===== config.mk =====
export PLATFORM = sky130hd
export DESIGN_NAME = fifo_uart_drain
export DESIGN_NICKNAME = d
export VERILOG_FILES = /design/src/rtl/drain_pkg.sv /design/src/rtl/uart_tx_byte.sv /design/src/rtl/fifo_uart_drain.sv
export SDC_FILE = /design/constraint.sdc
export NUM_CORES = 1
export LEC_CHECK = 0
export CAP_MARGIN = 20
export CORE_ASPECT_RATIO = 1.2
export CORE_MARGIN = 5
export CORE_UTILIZATION = 55
export DETAILED_ROUTE_END_ITERATION = 8
export PLACE_DENSITY = 0.85
export SYNTH_ARGS = -nofsm -noshare
export SYNTH_HDL_FRONTEND = slang
export SYNTH_SLANG_ARGS = --single-unit

===== constraint.sdc =====
create_clock -name clk -period 2.46 [get_ports clk]
set_clock_uncertainty 0.1 [all_clocks]
set_input_delay 0.492 -clock clk [delete_from_list [all_inputs] [get_ports clk]]
set_output_delay 0.492 -clock clk [all_outputs]
set_load 0.03 [all_outputs]

===== src/rtl/drain_pkg.sv =====
// -----------------------------------------------------------------------------
// drain_pkg
// Shared definitions for the capture-FIFO UART drain: entry geometry, the
// default bit period (27 MHz / 115200 baud) and the FSM state encodings used
// by fifo_uart_drain and its byte serialiser uart_tx_byte.
// -----------------------------------------------------------------------------
package drain_pkg;

    localparam int unsigned ENTRY_W          = 24;
    localparam int unsigned BYTES_PER_ENTRY  = 3;
    localparam int unsigned DEF_CLKS_PER_BIT = 234;

    // Top-level entry sequencer
    typedef enum logic [1:0] {
        IDLE,
        POP,
        LOAD,
        SEND
    } drain_state_e;

    // 8N1 byte serialiser
    typedef enum logic [1:0] {
        TX_IDLE,
        TX_START,
        TX_DATA,
        TX_STOP
    } tx_state_e;

endpackage


===== src/rtl/uart_tx_byte.sv =====
// -----------------------------------------------------------------------------
// uart_tx_byte
// 8N1 serialiser: one start bit (0), eight data bits LSB first, one stop bit
// (1), each lasting CLKS_PER_BIT clocks. The line idles high.
//
// Ports
//   clk     in   system clock, posedge
//   nreset  in   asynchronous active-low reset (tx forced high)
//   start   in   begin a byte; honoured when idle or in the last stop-bit cycle
//   data    in   byte to send, captured with start
//   tx      out  registered serial line
//   done    out  one-cycle pulse during the final cycle of the stop bit
// -----------------------------------------------------------------------------
module uart_tx_byte
    import drain_pkg::*;
#(
    parameter int unsigned CLKS_PER_BIT = DEF_CLKS_PER_BIT
) (
    input  logic       clk,
    input  logic       nreset,
    input  logic       start,
    input  logic [7:0] data,
    output logic       tx,
    output logic       done
);

    localparam int unsigned      CNT_W    = $clog2(CLKS_PER_BIT);
    localparam logic [CNT_W-1:0] CNT_LAST = CNT_W'(CLKS_PER_BIT - 1);

    tx_state_e        state_q, state_d;
    logic [CNT_W-1:0] cnt_q,   cnt_d;
    logic [2:0]       bit_q,   bit_d;
    logic [7:0]       data_q,  data_d;
    logic             tx_q,    tx_d;
    logic             bit_end;

    assign bit_end = (cnt_q == CNT_LAST);
    assign tx      = tx_q;

    always_ff @(posedge clk or negedge nreset) begin
        if (!nreset) begin
            state_q <= TX_IDLE;
            cnt_q   <= '0;
            bit_q   <= '0;
            data_q  <= '0;
            tx_q    <= 1'b1;
        end else begin
            state_q <= state_d;
            cnt_q   <= cnt_d;
            bit_q   <= bit_d;
            data_q  <= data_d;
            tx_q    <= tx_d;
        end
    end

    always_comb begin
        state_d = state_q;
        cnt_d   = cnt_q;
        bit_d   = bit_q;
        data_d  = data_q;
        tx_d    = tx_q;
        done    = 1'b0;

        if (state_q != TX_IDLE) begin
            cnt_d = bit_end ? '0 : cnt_q + CNT_W'(1);
        end

        unique case (state_q)
            TX_IDLE: begin
                cnt_d = '0;
                if (start) begin
                    state_d = TX_START;
                    data_d  = data;
                    bit_d   = '0;
                    tx_d    = 1'b0;
                end
            end
            TX_START: begin
                if (bit_end) begin
                    state_d = TX_DATA;
                    tx_d    = data_q[0];
                end
            end
            TX_DATA: begin
                // data_q shifts right so the next bit is always at [1]
                if (bit_end) begin
                    if (bit_q == 3'd7) begin
                        state_d = TX_STOP;
                        tx_d    = 1'b1;
                    end else begin
                        bit_d  = bit_q + 3'd1;
                        tx_d   = data_q[1];
                        data_d = {1'b0, data_q[7:1]};
                    end
                end
            end
            TX_STOP: begin
                if (bit_end) begin
                    done = 1'b1;
                    // A start in this cycle chains the next byte with no gap
                    if (start) begin
                        state_d = TX_START;
                        data_d  = data;
                        bit_d   = '0;
                        tx_d    = 1'b0;
                    end else begin
                        state_d = TX_IDLE;
                    end
                end
            end
            default: state_d = TX_IDLE;
        endcase
    end

endmodule


===== src/rtl/fifo_uart_drain.sv =====
// -----------------------------------------------------------------------------
// fifo_uart_drain
// Sole reader of the 24-bit capture FIFO. Whenever the FIFO is non-empty it
// pops one entry and sends it as three 8N1 bytes, MSB byte first.
//
// Ports
//   nreset   in   asynchronous active-low reset
//   clk      in   system clock, posedge
//   empty    in   FIFO empty flag, sampled only while idle
//   pop_dt   in   FIFO read data, valid the cycle after pop_s
//   pop_s    out  one-cycle pop strobe per entry
//   uart_tx  out  serial line, idles high
//   busy     out  high from the pop decision through the last stop bit
// -----------------------------------------------------------------------------
module fifo_uart_drain
    import drain_pkg::*;
#(
    parameter int unsigned CLKS_PER_BIT = DEF_CLKS_PER_BIT
) (
    input  logic               nreset,
    input  logic               clk,
    input  logic               empty,
    input  logic [ENTRY_W-1:0] pop_dt,
    output logic               pop_s,
    output logic               uart_tx,
    output logic               busy
);

    localparam logic [1:0] LAST_BYTE = 2'(BYTES_PER_ENTRY - 1);

    drain_state_e       state_q, state_d;
    logic               pop_q,   pop_d;
    logic               busy_q,  busy_d;
    logic [ENTRY_W-1:0] shift_q, shift_d;
    logic [1:0]         idx_q,   idx_d;

    logic               tx_start;
    logic [7:0]         tx_data;
    logic               tx_done;

    assign pop_s = pop_q;
    assign busy  = busy_q;

    uart_tx_byte #(
        .CLKS_PER_BIT(CLKS_PER_BIT)
    ) u_tx (
        .clk   (clk),
        .nreset(nreset),
        .start (tx_start),
        .data  (tx_data),
        .tx    (uart_tx),
        .done  (tx_done)
    );

    always_ff @(posedge clk or negedge nreset) begin
        if (!nreset) begin
            state_q <= IDLE;
            pop_q   <= 1'b0;
            busy_q  <= 1'b0;
            shift_q <= '0;
            idx_q   <= '0;
        end else begin
            state_q <= state_d;
            pop_q   <= pop_d;
            busy_q  <= busy_d;
            shift_q <= shift_d;
            idx_q   <= idx_d;
        end
    end

    always_comb begin
        state_d  = state_q;
        pop_d    = 1'b0;
        busy_d   = busy_q;
        shift_d  = shift_q;
        idx_d    = idx_q;
        tx_start = 1'b0;
        tx_data  = shift_q[ENTRY_W-1 -: 8];

        unique case (state_q)
            IDLE: begin
                if (!empty) begin
                    state_d = POP;
                    pop_d   = 1'b1;
                    busy_d  = 1'b1;
                end
            end
            POP: begin
                state_d = LOAD;
            end
            LOAD: begin
                // The first byte goes straight from pop_dt so its start bit
                // begins on this edge; the register holds the entry rotated
                // left by one byte, leaving the next byte on top.
                shift_d  = {pop_dt[ENTRY_W-9:0], pop_dt[ENTRY_W-1 -: 8]};
                idx_d    = '0;
                tx_start = 1'b1;
                tx_data  = pop_dt[ENTRY_W-1 -: 8];
                state_d  = SEND;
            end
            SEND: begin
                if (tx_done) begin
                    if (idx_q == LAST_BYTE) begin
                        state_d = IDLE;
                        busy_d  = 1'b0;
                    end else begin
                        idx_d    = idx_q + 2'd1;
                        tx_start = 1'b1;
                        shift_d  = {shift_q[ENTRY_W-9:0], shift_q[ENTRY_W-1 -: 8]};
                    end
                end
            end
            default: state_d = IDLE;
        endcase
    end

endmodule

==> impl_metrics.toml, run 1 <==
[outcome]
status = "completed"

[run]
maxCapViolations = 0

[sta]
relSlewSlack_pct = 64.0
finalCriticalPeriod_ns = 2.23
max_freq_mhz = 448
setup_tns_ns = 0
whs_ns = 0.0112
rsz0062_at_grt = "false"
worst_pin_slew_ns = 0.540
hold_viol = 0
setup_violations = 0
maxSlewViolCount = 0
fin_crit_sh_pct = 90.7

[clock_tree]
path_clk_slew_ns = 0.09
cts_resized = 0
cts_tree = "yes"
cts.sink_count = 52
htree_levels = 2
clk_latency_ns = 0.30
postCtsSetupBuffers = 0
numCtsBuffers = 5
root_buffer = "clkbuf_8"
ctsHoldBuffers = 0
cts_max_path_buffers = 2

[detailed_routing]
drt-initial-drc-count = 117
finalWirelength_um = 4890
postRouteAntennaNets = 0
vias = 1897
wire_per_inst_um = 13.8
vias_per_cell = 5.37
drc = 0
firstDrtPassIters = 4

[logic_synthesis]
synth_fp_nets = 305
yosysWarnings = 0
ys_seq_elements = 52
synth_area_um2 = 2760
syn_area_per_cell_um2 = 10.4
ys_types = 38
yosysSeqAreaShare_pct = 47.1
synth_cells = 265

[power]
p_comb_share_pct = 47.2
power_density_nw_per_um2 = 1190
switching_power_mw = 1.44
p_int_mw = 2.40
power_frac_clock_pct = 15.1
leakage_nw = 1.45
ir_worst_vdd_mv = 0.612
pwr-share-seq_pct = 37.8
sw_frac_of_total_pct = 37.5

[worst_setup_path]
arrival_ns = 2.33
end_kind = "flop"
critPathKind = "reg -> reg"
start_kind = "flop"
critPathRequiredTime_ns = 2.56
path_max_fanout = 11

[layout]
syn_to_final_growth_pct = 16.4
drive_above_1_share_pct = 10.6
antennaDiodeCount = 0
nFillCells = 402
final_net_count = 332

[place]
hpwl_um = 3560
gp_congestion = 0.841
io_buffers = 29

[worst_hold_path]
min_path_type = "in -> async"

[die]
num_rows = 28
core_area_um2 = 4900
die_area_um2 = 6550
start_util_pct = 56.4
pin_count = 30
die_h_um = 87.7
dieWidth_um = 74.7

[global_route]
grt_max_degree = 51
grt_usage_pct = 16.7
first_global_vias = 1903
antenna_found_initial = 0
gr-total-overflow = 0
grt_pass1_wl_um = 8470
==> state kept, by name, indices dropped and copies added, names as in the netlist <==
name	cells
shift_q	24
pop_s	1
u_tx.cnt_q	8
state_q	2
u_tx.state_q	2
busy	1
u_tx.tx	1
u_tx.data_q	8
u_tx.bit_q	3
idx_q	2
==> synth_stat cells (all sizes together) <==
cell / number / share of area, %
and3b: 1 / 0.32
xnor2: 3 / 0.95
a21boi: 1 / 0.27
and3: 4 / 0.91
a21oi: 6 / 1.2
nor3b: 1 / 0.68
nor4b: 2 / 0.63
nand4: 1 / 0.23
clkbuf: 8 / 1.1
or2b: 1 / 0.27
or4: 1 / 0.41
a22oi: 1 / 0.27
nor2b: 2 / 0.45
and2: 1 / 0.23
a22o: 2 / 0.63
dfstp: 1 / 0.95
o21ai: 38 / 6.9
xor2: 3 / 0.95
nand2: 40 / 5.4
nor3: 5 / 1.3
mux2i: 33 / 12
a221oi: 2 / 0.86
inv: 11 / 1.5
buf: 7 / 1.9
mux2: 9 / 4.6
or2: 1 / 0.23
nand3: 3 / 0.54
ha: 13 / 5.9
o22a: 1 / 0.32
a211oi: 1 / 0.27
nor2: 10 / 1.4
dfrtp: 51 / 46
and4: 1 / 0.32
==> cell type report <==
type,instances,area (um^2),area share (%)
well taps,60,75.1,2.33
clock buffers,6,72.6,2.26
repair buffers,35,355,11.0
multi-input cells,187,1340,41.5
flip-flops and latches,52,1300,40.5
clock inverters,2,35.0,1.09
inverters,11,41.3,1.28
==> per-layer routing <==
metal  track usage [%]  routed length (um)
met2              28.3                2410
met5                 0                   0
met4              6.80                 126
met3              3.44                 155
met1              20.7                2200
==> per-stage QoR <==
step	setup slack [ns]	power [mW]	utilization, %	instance area [um^2]	std cells
after floorplan	0.457	2.86	-	2760	265
after global placement	0.342	3.20	63.4	3110	345
after detailed placement	0.290	3.29	63.4	3110	345
after CTS	0.225	3.88	65.6	3220	353
after global routing	0.126	4.15	65.6	3220	353
final	0.229	3.84	65.6	3220	353
==> critical path: stages, from the launching register on <==
cell and delay [ns]:
dfrtp_1 0.41, inv_1 0.08, ha_1 0.15, and4_1 0.28, and3_1 0.35, nor3_2 0.07, nor3_2 0.12, buf_4 0.22
mux2_2 0.35
==> power groups by stage <==
stage	Clock, mW	Sequential, mW	Combinational [mW]
final	0.578	1.45	1.81
after global routing	0.621	1.50	2.03
after CTS	0.590	1.45	1.84
after detailed placement	0	1.47	1.83
after global placement	0	1.45	1.75
after floorplan	0	1.44	1.42
==> logic make-up after synthesis <==
kind of cell / share of synthesized area, %
buf+inv: 4.53
flops: 47.1
compound gates: 10.7
simple gates: 13.3
mux: 16.6
fa+ha+maj: 5.89
xor+xnor: 1.90
==> layout by cell type, fill, tap and decap left out, types with 4 or more instances in the layout <==
master	instances
clkbuf_8	5
mux2i_1	33
nand2_1	40
dfrtp_1	51
clkdlybuf4s50_1	28
inv_1	11
o21ai_0	38
and3_1	4
ha_1	13
a21oi_1	5
buf_4	4
nor2_1	10
mux2_4	7
==> path summary, 6_finish.rpt <==
check	from	end	slack, ns	cells after the start
setup / recovery	u_tx.cnt_q[1]	u_tx.data_q[7]	0.23	8
hold / removal	nreset	shift_q[6]	0.01	1
setup reg to reg	u_tx.cnt_q[1]	u_tx.data_q[7]	0.23	8
hold reg to reg	u_tx.bit_q[0]	u_tx.bit_q[0]	0.38	1
max in group asynchronous	nreset	shift_q[2]	1.73	2
min in group clk	u_tx.bit_q[0]	u_tx.bit_q[0]	0.38	1
Power figures use the tool's default switching activity.
==> run 2: changes to the inputs <==
--- a/config.mk
+++ b/config.mk
@@ -8,9 +8,10 @@
 export CAP_MARGIN = 20
 export CORE_ASPECT_RATIO = 1.2
 export CORE_MARGIN = 5
-export CORE_UTILIZATION = 55
+export CORE_UTILIZATION = 51
 export DETAILED_ROUTE_END_ITERATION = 8
-export PLACE_DENSITY = 0.85
+export GPL_ROUTABILITY_DRIVEN = 0
+export PLACE_DENSITY = 0.83
 export SYNTH_ARGS = -nofsm -noshare
 export SYNTH_HDL_FRONTEND = slang
 export SYNTH_SLANG_ARGS = --single-unit
==> constraint.sdc (replaced) <==
create_clock -name clk -period 2 [get_ports clk]
set_clock_uncertainty 0.1 [all_clocks]
set_input_delay 0.4 -clock clk [delete_from_list [all_inputs] [get_ports clk]]
set_output_delay 0.4 -clock clk [all_outputs]
set_load 0.03 [all_outputs]
==> run 2 against run 1 <==
The run now ends with negative setup slack left. Worst hold slack improved by 0.38 ns. Flip-flop and latch count unchanged. First-iteration DRC count is 32% lower. Via count rose by 9.9%. Power up 34%. Critical path depth is the same.
==> impl_metrics.toml, run 2 (synthesized netlist as in run 1, its figures left out) <==
[outcome]
status = "complete, but fails checks"
violations = "negative setup slack"

[worst_setup_path]
path_max_fanout = 6
slowest_stage = "dfrtp_1"
end_kind = "flop"
r2r-start = "u_tx.cnt_q[1]"
worstRegToRegCells = 8
critPathRequiredTime_ns = 2.09
cpPeakStageDelay_ns = 0.40
start_kind = "flop"
crit_path_cell_trace = "inv_2, ha_4, and4_4, nand2_2, o22a_1, nor3_2, buf_4, mux2_4"
critPathKind = "reg -> reg"
arrival_ns = 2.13
regToRegEndpoint = "u_tx.data_q[3]"
r2r_setup_slack_ns = -0.04

[worst_hold_path]
min_from = "shift_q[14]"
min_path_type = "reg -> reg"
min_to = "shift_q[14]"
hold_depth = 2

[sta]
rsz0062_at_grt = "true"
worst_pin_slew_ns = 0.426
finalCriticalPeriod_ns = 2.04
setup_tns_ns = -0.213
finalWorstSetupSlack_ns = -0.0372
fin_crit_sh_pct = 102
setup_violations = 8
maxSlewViolCount = 0
max_freq_mhz = 491
relSlewSlack_pct = 71.6
hold_viol = 0

[die]
pin_count = 30
die_h_um = 90.6
start_util_pct = 52.5
num_rows = 29
dieWidth_um = 77.2
die_area_um2 = 7000
core_area_um2 = 5260

[detailed_routing]
firstDrtPassIters = 4
vias = 2084
drt-initial-drc-count = 80
wire_per_inst_um = 15.1
postRouteAntennaNets = 0
finalWirelength_um = 5710
vias_per_cell = 5.50
drc = 0

[layout]
final_net_count = 356
largest-register = "shift_q"
stdcell_count = 379
stdcell_area_um2 = 3490
drive_above_1_share_pct = 20.2
reg_top3 = "shift_q x24, u_tx.cnt_q x8, u_tx.data_q x8"
final_common_cell = "dfrtp_1"
syn_to_final_growth_pct = 26.3
antennaDiodeCount = 0
largest_reg_flops = 24
nFillCells = 379
layout_common_cells = "dfrtp_1 (51), nand2_1 (39), o21ai_0 (38), mux2i_1 (33), clkdlybuf4s50_1 (27)"

[clock_tree]
numCtsBuffers = 5
cts.sink_count = 52
cts_tree = "yes"
root_buffer = "clkbuf_8"
path_clk_slew_ns = 0.09
cts_max_path_buffers = 2
htree_levels = 2
clk_latency_ns = 0.30

[global_route]
gr-total-overflow = 0
grt_pass1_wl_um = 9420
grt_usage_pct = 16.2
antenna_found_initial = 0
first_global_vias = 2141
grt_max_degree = 53

[run]
maxCapViolations = 0

[power]
power_density_nw_per_um2 = 1470
leakage_nw = 1.60
ir_worst_vdd_mv = 0.841
p_total_mw = 5.13

[place]
placed_cells = 362
hpwl_um = 3740
place_area_um2 = 3240
io_buffers = 29
[run 2: final cells by class]
class	instances	area (um^2)	area share (%)
repair buffers	59	571	16.3
well taps	62	77.6	2.22
flip-flops and latches	52	1300	37.3
clock buffers	6	72.6	2.08
multi-input cells	187	1390	39.9
inverters	11	41.3	1.18
clock inverters	2	35.0	1.00
[run 2: worst max-delay path: cells and delay by family (launching register included)]
family                     cells  cell delay [ns]
muxes                          1             0.30
adders and majority gates      1             0.11
and+or+nand+nor                3             0.54
DFF                            1             0.40
buffers and inverters          2             0.27
AOI/OAI and AO/OA              1             0.21
[run 2: worst max-delay path by stage]
stage	cells past startpoint	from	endpoint
5_1_grt	8	u_tx.cnt_q[1]	u_tx.data_q[3]
3_3_place_gp	8	u_tx.cnt_q[1]	u_tx.data_q[7]
4_1_cts	8	u_tx.state_q[1]	shift_q[7]
3_5_place_dp	8	u_tx.cnt_q[1]	u_tx.data_q[7]
6_report	8	u_tx.cnt_q[1]	u_tx.data_q[3]
2_1_floorplan	9	state_q[1]	u_tx.data_q[0]
[run 2: per-stage QoR]
stage / hold WS, ns / util, % / setup slack [ns]
after global routing: 0.424 / 66.4 / -0.118
after CTS: 0.395 / 64.8 / 0.0128
after floorplan: 0.00441 / - / 0.0130
after detailed placement: 0.312 / 61.6 / -0.0379
after global placement: 0.311 / 61.6 / 0.00922
final: 0.391 / 66.4 / -0.0372
[run 2: repair_timing]
action                                  CTS  global route
gates cloned                              1             1
hold endpoints to repair                 51             0
setup buffers                             3             3
resized for setup                         8             9
hold buffers                              1             0
pin swaps                                 3             2
endpoints found under the setup margin   10            38
[run 2: power breakdown]
part           switching, mW  leakage [nW]  internal (mW)
registers              0.280         0.654           1.50
clock network          0.345        0.0552          0.372
logic                   1.31         0.889           1.33
[run 2: per-layer routing]
metal  GRT usage (%)  vias up  part of all wire [%]
li1                -     1014                     -
met1            19.3     1024                    42
met2            27.9       35                    52
met3            2.99       11                   3.0
met4            7.02        0                   2.2
met5               0        -                     0
==> run 3: changes to the inputs <==
==> constraint.sdc (replaced) <==
create_clock -name clk -period 1.7 [get_ports clk]
set_clock_uncertainty 0.1 [all_clocks]
set_input_delay 0.34 -clock clk [delete_from_list [all_inputs] [get_ports clk]]
set_output_delay 0.34 -clock clk [all_outputs]
set_load 0.03 [all_outputs]
==> run 3 against run 2 <==
Highest routed layer unchanged. Worst hold slack better by 0.018 ns. The run still ends with negative setup slack left. Flip-flop and latch count stayed put. Combinational power is 70% higher. Register-to-register slack worse by 0.26 ns.
==> impl_metrics.toml, run 3 (synthesized netlist as in run 1, its figures left out) <==
[sta]
setup_violations = 43
finalWorstSetupSlack_ns = -0.299
maxSlewViolCount = 0
worst_pin_slew_ns = 0.374
rsz0062_at_grt = "true"
max_freq_mhz = 500
whs_ns = 0.408
fin_crit_sh_pct = 118
relSlewSlack_pct = 75.0
setup_tns_ns = -9.99
finalCriticalPeriod_ns = 2.00
hold_viol = 0

[layout]
largest_reg_flops = 24
final_common_cell = "dfrtp_1"
nFillCells = 294
reg_top3 = "shift_q x24, u_tx.cnt_q x8, u_tx.data_q x8"
fin_util_pct = 75.7
regArea_um2 = 1310
drive_above_1_share_pct = 38.4
largest-register = "shift_q"
layout_common_cells = "dfrtp_1 (49), buf_4 (40), mux2i_1 (33), clkdlybuf4s50_1 (25), nand2_1 (24)"
multi_input_area_um2 = 1570
stdcell_count = 406
syn_to_final_growth_pct = 44.1
antennaDiodeCount = 0
final_net_count = 383

[clock_tree]
numCtsBuffers = 5
cts_tree = "yes"
root_buffer = "clkbuf_8"
cts.sink_count = 52
path_clk_slew_ns = 0.10
cts_max_path_buffers = 2
htree_levels = 2
clk_latency_ns = 0.32

[detailed_routing]
vias = 2304
wire_per_inst_um = 18.9
vias_per_cell = 5.67
drc = 0
firstDrtPassIters = 4
drt-initial-drc-count = 106
postRouteAntennaNets = 0
finalWirelength_um = 7690

[global_route]
gr-total-overflow = 0
first_global_vias = 2423
grt_usage_pct = 20.5
grt_max_degree = 53
antenna_found_initial = 0
grt_pass1_wl_um = 11500

[worst_hold_path]
min_path_type = "reg -> reg"

[power]
p_int_mw = 4.62
pwr-share-seq_pct = 28.5
leakage_nw = 1.81
power_frac_clock_pct = 12.6
sw_frac_of_total_pct = 39.4
power_density_nw_per_um2 = 1910
switching_power_mw = 3.00
ir_worst_vdd_mv = 1.37
p_comb_share_pct = 58.9

[place]
hpwl_um = 3940
placed_cells = 381
io_buffers = 29
pre_cts_ws_ns = -0.322

[die]
die_h_um = 90.6
start_util_pct = 52.5
num_rows = 29
die_area_um2 = 7000
pin_count = 30
dieWidth_um = 77.2
core_area_um2 = 5260

[outcome]
violations = "negative setup slack"
status = "complete, but fails checks"

[worst_setup_path]
critPathKind = "reg -> reg"
start_kind = "flop"
arrival_ns = 2.14
path_max_fanout = 5
critPathRequiredTime_ns = 1.84
end_kind = "flop"

[run]
maxCapViolations = 0
[run 3: cell count changes in the layout (fill, tap and decap cells not counted), sizes merged]
cell,change
clkdlybuf4s50,-2
dlygate4sd2,+1
clkbuf,+4
buf,+25
clkinv,-1
[run 3: cell type report]
class / count / area share (%)
clock buffers: 7 / 2.42
clock inverters: 1 / 0.754
inverters: 11 / 1.04
multi-input cells: 187 / 39.4
flip-flops and latches: 52 / 32.8
well taps: 62 / 1.95
repair buffers: 86 / 21.7
[run 3: final timing paths]
path	cells past startpoint	slack (ns)	to	start
min in group asynchronous	3	0.43	u_tx.cnt_q[5]	nreset
min reg2reg	2	0.41	shift_q[10]	shift_q[10]
min	2	0.41	shift_q[10]	shift_q[10]
max reg2reg	9	-0.30	shift_q[12]	u_tx.state_q[1]
max in group asynchronous	3	0.77	u_tx.tx	nreset
max	9	-0.30	shift_q[12]	u_tx.state_q[1]
[run 3: critical path, stage by stage (launching register included)]
cell,delay [ns]
dfrtp_2,0.46
ha_4,0.19
and3b_1,0.17
and3_4,0.16
buf_6,0.13
a21oi_4,0.25
buf_6,0.19
clkbuf_16,0.15
nand2_2,0.05
o21ai_1,0.07
[run 3: layer usage]
metal | global-route usage (%) | vias up | wire, um | share of wire [%]
li1 | - | 1068 | - | -
met1 | 22.9 | 1140 | 2960 | 38
met2 | 36.4 | 77 | 4250 | 55
met3 | 3.69 | 19 | 273 | 3.6
met4 | 10.9 | 0 | 208 | 2.7
met5 | 0 | - | 0 | 0
[run 3: power groups by stage]
stage | logic [mW] | clock network [mW] | registers (mW)
global route | 4.76 | 1.02 | 2.22
finish | 4.48 | 0.957 | 2.17
CTS | 3.98 | 0.965 | 2.06
global placement | 3.04 | 0 | 2.05
detailed placement | 3.19 | 0 | 2.07
floorplan | 2.11 | 0 | 2.09
[run 3: stage by stage]
step / total power [mW] / cell area, um^2
after floorplan: 4.20 / 2800
after global placement: 5.09 / 3400
after detailed placement: 5.26 / 3400
after CTS: 7.00 / 3860
after global routing: 8.00 / 3980
final: 7.61 / 3980
[run 3: repair_timing]
action,in CTS,in global routing
hold buffers,1,0
pin swaps,7,12
gates resized for setup,38,68
setup endpoints to repair,43,46
endpoints found under the hold margin,51,0
cloned,4,3
buffers inserted,11,5
